**src/rtl/dmem_responder.sv**
```systemverilog
// Multi-cycle data memory responder: accepts one READ/WRITE, waits LATENCY cycles, commits.
// Optional macro DMEM_CLEAR_ON_RESET_EN clears the whole array while RESET is low.
module dmem_responder #(
  parameter int ADDR_W  = 8,
  parameter int DATA_W  = 8,
  parameter int LATENCY = 5
) (
  input  logic              CLK,
  input  logic              RESET,
  input  logic              READ,
  input  logic              WRITE,
  input  logic [ADDR_W-1:0] ADDRESS,
  input  logic [DATA_W-1:0] WRITEDATA,
  output logic [DATA_W-1:0] READDATA,
  output logic              BUSYWAIT
);

  localparam int         DEPTH    = 2 ** ADDR_W;
  localparam logic [7:0] CNT_INIT = 8'(LATENCY - 1);

  typedef enum logic [1:0] {
    IDLE   = 2'd0,
    ACCESS = 2'd1,
    DONE   = 2'd2
  } state_e;

  state_e              state_q, state_d;
  logic [7:0]          cnt_q, cnt_d;
  logic [ADDR_W-1:0]   addr_q, addr_d;
  logic [DATA_W-1:0]   wdata_q, wdata_d;
  logic                wr_q, wr_d;
  logic [DATA_W-1:0]   rdata_q, rdata_d;
  logic                busy;
  logic                req;
  logic                commit_wr;
  logic [DATA_W-1:0]   mem [DEPTH];

  // Both strobes high is an illegal request and is treated as no request at all.
  assign req       = READ ^ WRITE;
  assign commit_wr = (state_q == ACCESS) && (cnt_q == 8'd0) && wr_q;

  always_comb begin
    // NOTE: every always_comb output gets a default first so no path can infer a latch.
    state_d = state_q;
    cnt_d   = cnt_q;
    addr_d  = addr_q;
    wdata_d = wdata_q;
    wr_d    = wr_q;
    rdata_d = rdata_q;
    busy    = 1'b0;
    case (state_q)
      IDLE: begin
        busy = req;
        if (req) begin
          state_d = ACCESS;
          cnt_d   = CNT_INIT;
          addr_d  = ADDRESS;
          wdata_d = WRITEDATA;
          wr_d    = WRITE;
        end
      end
      ACCESS: begin
        busy = 1'b1;
        if (cnt_q != 8'd0) begin
          cnt_d = cnt_q - 8'd1;
        end else begin
          state_d = DONE;
          if (!wr_q) rdata_d = mem[addr_q];
        end
      end
      DONE:    state_d = IDLE;
      default: state_d = IDLE;
    endcase
  end

  // The stall is combinational in IDLE, so it is forced low while reset is asserted.
  assign BUSYWAIT = RESET & busy;
  assign READDATA = rdata_q;

  always_ff @(posedge CLK or negedge RESET) begin
    if (!RESET) begin
      state_q <= IDLE;
      cnt_q   <= 8'd0;
      addr_q  <= '0;
      wdata_q <= '0;
      wr_q    <= 1'b0;
      rdata_q <= '0;
    end else begin
      // NOTE: sequential state uses non-blocking assignments so all flops update together.
      state_q <= state_d;
      cnt_q   <= cnt_d;
      addr_q  <= addr_d;
      wdata_q <= wdata_d;
      wr_q    <= wr_d;
      rdata_q <= rdata_d;
    end
  end

`ifdef DMEM_CLEAR_ON_RESET_EN
  always_ff @(posedge CLK or negedge RESET) begin
    if (!RESET) begin
      for (int i = 0; i < DEPTH; i++) mem[i] <= '0;
    end else if (commit_wr) begin
      mem[addr_q] <= wdata_q;
    end
  end
`else
  // NOTE: the array has no reset so it maps onto plain RAM; contents survive reset.
  always_ff @(posedge CLK) begin
    if (commit_wr) mem[addr_q] <= wdata_q;
  end
`endif

endmodule

```
**config.mk**
```make
export PLATFORM = sky130hd
export DESIGN_NAME = dmem_responder
export DESIGN_NICKNAME = d
export VERILOG_FILES = /design/src/rtl/dmem_responder.sv
export SDC_FILE = /design/constraint.sdc
export NUM_CORES = 2
export LEC_CHECK = 0
export CORE_UTILIZATION = 55
export CTS_CLUSTER_DIAMETER = 80
export DETAILED_ROUTE_END_ITERATION = 8
export PLACE_DENSITY_LB_ADDON = 0.25
export SLEW_MARGIN = 20
export SYNTH_ARGS = -nofsm -noshare
export SYNTH_HDL_FRONTEND = slang
export SYNTH_SLANG_ARGS = --single-unit
```
**constraint.sdc**
```tcl
create_clock -name CLK -period 5.2 [get_ports CLK]
set_input_delay 0.78 -clock CLK [delete_from_list [all_inputs] [get_ports CLK]]
set_output_delay 0.78 -clock CLK [all_outputs]
set_load 0.005 [all_outputs]
```
# Yosys cells after proc, flatten, opt, wreduce, memory -nomap -nowiden
# Memory sizes are Yosys's and may differ from the RTL's. A register that Yosys moved wholly into a read port is not among the register bits.
# Index checks and enable logic that the tools add are counted.
dict set report totals {
  regBits 27
  mem_bits_rw 2048
  inputBits 20
  output_inout_bits 9
  elab_cells 35
  n_memories 1
}
dict set report op_classes {
  add_sub_neg 1
  eq_ne 4
  muxes 9
  n_bitwise 4
  n_reduce_logical 11
}
# name words width rd rd_clocked_by_memory_dff wr line_no
set mem_list {}
lappend mem_list {mem 256 8 1 1 1 36} ;# logic [DATA_W-1:0] mem [DEPTH];
# op count
set op_table {}
lappend op_table {{8-bit 2-to-1 mux} 2}
lappend op_table {{8-bit one-hot mux with 2 select lines} 1}
lappend op_table {{8-bit zero test} 1}
lappend op_table {{8-bit nonzero test} 1}
lappend op_table {{8-bit by 1-bit subtractor with 8-bit output, second input constant} 1}
lappend op_table {{3-bit AND reduction} 2}
lappend op_table {{2-bit 2-to-1 mux} 2}
lappend op_table {{2-bit inequality test, second input constant} 2}
lappend op_table {{2-bit one-hot mux with 2 select lines} 1}
lappend op_table {{2-bit AND reduction} 2}
lappend op_table {{2-bit by 1-bit == test with 1-bit output, second input constant} 1}
lappend op_table {{1-bit logical AND} 2}
lappend op_table {{2-bit zero test} 1}
lappend op_table {{1-bit 2-to-1 mux} 2}
lappend op_table {{2-bit by 1-bit inequality test with 1-bit output, second input constant} 1}
lappend op_table {{1-bit NOT} 2}
lappend op_table {{1-bit one-hot mux with 2 select lines} 1}
lappend op_table {{2-bit nonzero test} 1}
lappend op_table {{1-bit bitwise AND} 1}
lappend op_table {{1-bit zero test} 1}
lappend op_table {{1-bit bitwise XOR} 1}

# Longest topological paths before layout
dict set report depth {
  depth_word 5
  ltp_mapped 13
  depth_no_buf 9
}

# Worst setup path before layout
# No wires, ideal clock.
dict set report synth_path {
  path_type {flip-flop to flip-flop}
  start {reg wdata_q[0]}
  end {mem mem[0][0] (data pin)}
  setup_time_ns 0.804
  t_arrival_ns 3.183
  required_time_ns 4.396
  slack_ns 1.213
  stages_incl_launch_ff 1
  path_buffers 0
  synth_period_minus_slack_ns 3.987
  path_cell_list {dfrtp_1}
}
# element line_no
set synth_lines {}
lappend synth_lines {{from (decl)} 30} ;# logic [DATA_W-1:0] wdata_q, wdata_d;
lappend synth_lines {{from (signal assigned)} 93} ;# wdata_q <= wdata_d;
lappend synth_lines {{to (decl)} 36}
# Straight into the memory's write port.

==> results.json <==
{
  "status": "finished, final reports clean",
  "totalPowerFinal_uw": 49900,
  "cts_buffer_depth": 3,
  "drc": 0,
  "slew_violations": 0,
  "clk_pin_slew_ps": 60,
  "power_per_cell_area_mw_per_mm2": 554,
  "rsz0062_at_grt": "no",
  "synth_edf_count": 2048,
  "drtIter0Drc": 5351,
  "skew_ps": 36.1,
  "dr.pass1.iters": 6,
  "wirelength_mm": 209,
  "r2r_setup_slack_ps": 720,
  "critPathLaunchType": "register",
  "postCtsHoldBufs": 0,
  "cp-end-kind": "register",
  "synth_seq_cells": 2083,
  "grt_overflow_total": 0,
  "grt_max_degree": 227,
  "worst_r2r_path_depth": 9,
  "netlist_area_mm2": 0.0813,
  "dp_hpwl_mm": 126,
  "hp-class": "in2async",
  "die_x_um": 387,
  "grt_util_met3": 0.0705,
  "vdd_drop_max_uv": 527,
  "p_leak_uw": 0.0280,
  "fin_crit_ps": 4480,
  "post-route-period-util": 0.861,
  "die_area_mm2": 0.149,
  "use_met2": 0.429,
  "htreeDepth": 4,
  "root_buffer": "clkbuf_16",
  "grt_usage": 0.282,
  "tightest_slew_ps": 1280,
  "cts_resized": 0,
  "placed_area_mm2": 0.0838,
  "path_max_fanout": 44,
  "fin_tns_setup_ps": 0,
  "setup_viol": 0,
  "max_freq_mhz": 223,
  "nets": 4107,
  "core_area_mm2": 0.146,
  "async_flop_share": 0.0168,
  "syn_inst": 3950,
  "synth_ff_type": "edfxtp_1",
  "antenna_found_initial": 5,
  "use_met1": 0.399,
  "layout-drive-gt1-share": 0.216,
  "place_congestion": 0.895,
  "reg2reg_to": "READDATA[3]",
  "die_h_um": 387,
  "slew_headroom": 0.148,
  "cp_data_arrival_time_ps": 5240,
  "wl_per_cell_um": 34.0,
  "critical_path_required_ps": 5970,
  "hold_viol_final": 0,
  "yosysWarnings": 0,
  "criticalPathCategory": "reg2reg",
  "clock_sinks": 2083,
  "cts_buffers": 203,
  "rows": 140,
  "fillCellCount": 9901,
  "syn_avg_cell_area_um2": 20.6,
  "holdWs_ps": 48.0,
  "area_delta_synth_final_pct": 10.9,
  "cap_violations": 0,
  "top_usage_layer": "met2",
  "clk_latency_ps": 830,
  "synth_nets": 3972,
  "grt_pass1_wl_mm": 298,
  "start_util": 0.556,
  "ys_types": 68,
  "antenna_left": 0,
  "via_per_inst": 6.69,
  "seq_area_frac_synth": 0.767,
  "cts_setup_buffers": 0,
  "port_buffers": 28,
  "dr_total_vias": 41300,
  "timing.rr.start": "addr_q[1]",
  "io_pins": 29,
  "cts_tree": "yes",
  "grt_pass1_vias": 40500,
  "finalInstanceArea_mm2": 0.0902
}
## area by class of cell
type | count | area [um^2] | area share
clock buffer | 254 | 5350 | 0.0594
sequential | 2083 | 62400 | 0.692
inverter | 7 | 27.5 | 0.000305
clock inverter | 113 | 938 | 0.0104
timing repair buffer | 163 | 1560 | 0.0173
tap | 1917 | 2400 | 0.0266
multi-input combinational | 1627 | 17400 | 0.194
antenna | 1 | 2.50 | 0.0000278
## cells in the mapped netlist (5+ instances only)
| cell type | instances | share of area |
|---|---|---|
| dfrtp_1 | 35 | 0.011 |
| nand3_1 | 36 | 0.0022 |
| nand4_1 | 9 | 0.00069 |
| nor2b_1 | 25 | 0.0019 |
| a211oi_1 | 30 | 0.0028 |
| buf_12 | 5 | 0.0012 |
| edfxtp_1 | 2048 | 0.76 |
| a21oi_1 | 48 | 0.0030 |
| o22ai_1 | 86 | 0.0066 |
| or3_1 | 10 | 0.00077 |
| inv_1 | 5 | 0.00023 |
| mux2i_1 | 171 | 0.021 |
| o221ai_1 | 15 | 0.0016 |
| buf_1 | 14 | 0.00065 |
| o22a_1 | 8 | 0.00086 |
| nand2_1 | 129 | 0.0060 |
| o21ai_0 | 60 | 0.0037 |
| buf_2 | 78 | 0.0048 |
| nor2_1 | 335 | 0.015 |
| nor4_1 | 10 | 0.00077 |
| nand2b_1 | 6 | 0.00046 |
| a221oi_1 | 25 | 0.0027 |
| clkbuf_1 | 56 | 0.0026 |
| o211ai_1 | 7 | 0.00065 |
| mux4_2 | 436 | 0.12 |
| nand3b_1 | 10 | 0.00092 |
| buf_6 | 39 | 0.0054 |
| a32o_1 | 8 | 0.00098 |
| mux2_2 | 28 | 0.0039 |
| buf_4 | 38 | 0.0035 |
| a31oi_1 | 13 | 0.0010 |
| a22oi_1 | 22 | 0.0020 |
| nor3_1 | 12 | 0.00074 |
| mux4_1 | 14 | 0.0045 |
## report_power, final
group,switching (uW),internal (uW)
Combinational,8960,4980
Sequential,1110,20900
Clock,6170,7830
Total,16300,33700
## layout by cell type (no fill, tap or decap), types with 11 or more instances in the layout
master / instances
edfxtp_1: 2048
clkdlybuf4s50_1: 27
nand2_1: 128
mux2i_1: 171
o221ai_1: 15
clkbuf_1: 45
dfrtp_1: 22
o22ai_1: 86
a211oi_1: 30
mux2_2: 28
buf_12: 22
a22oi_1: 22
buf_4: 113
clkinv_1: 50
dfrtp_4: 13
clkinv_2: 31
clkbuf_16: 205
nor2b_1: 23
nand3_1: 36
a221oi_1: 25
mux4_1: 14
bufinv_16: 11
o21ai_0: 60
a31oi_1: 13
a21oi_1: 48
nor2_1: 325
mux4_2: 436
## worst max path at each step
stage / startpoint / slack, ps / endpoint
6_report: addr_q[1] / 720 / READDATA[3]
5_1_grt: addr_q[1] / 690 / READDATA[3]
4_1_cts: addr_q[1] / 590 / READDATA[3]
3_5_place_dp: addr_q[1] / 630 / READDATA[3]
3_3_place_gp: addr_q[1] / 640 / READDATA[3]
2_1_floorplan: wdata_q[0] / 1210 / mem[0][0]
## metrics by stage
stage,setup WS [ps],util,instances
after CTS,587,0.616,6164
after detailed placement,630,0.573,5797
final,724,0.616,6165
after global routing,690,0.616,6164
after global placement,644,0.573,5797
after floorplan,1210,-,3950
## critical path, stage by stage (launching register included)
cell       delay [ps]
dfrtp_4          1110
buf_12            370
buf_4             360
or3b_2            240
o22a_1            140
o221ai_1          190
nor3_1            620
o22ai_1           310
a2111oi_0         810
or3_1             220
## flip-flops by register name (all words and copies together) (netlist names)
register,cells
wr_q,1
addr_q,8
READDATA,8
state_q,2
cnt_q,8
mem,2048
wdata_q,8
## cells by family after synthesis
logic type | after synthesis | share of synthesized area
flops | 2083 | 0.767
mux | 649 | 0.150
simple gates | 614 | 0.0330
compound gates | 355 | 0.0295
buf+inv | 240 | 0.0190
xor+xnor | 7 | 0.000754
fa+ha+maj | 2 | 0.000308
## routing by layer
| metal | routed length [um] | share of wire |
|---|---|---|
| met5 | 55 | 0.00026 |
| met4 | 8080 | 0.039 |
| met2 | 97200 | 0.46 |
| met3 | 24100 | 0.12 |
| met1 | 79800 | 0.38 |
(Power assumes the default switching activity.)
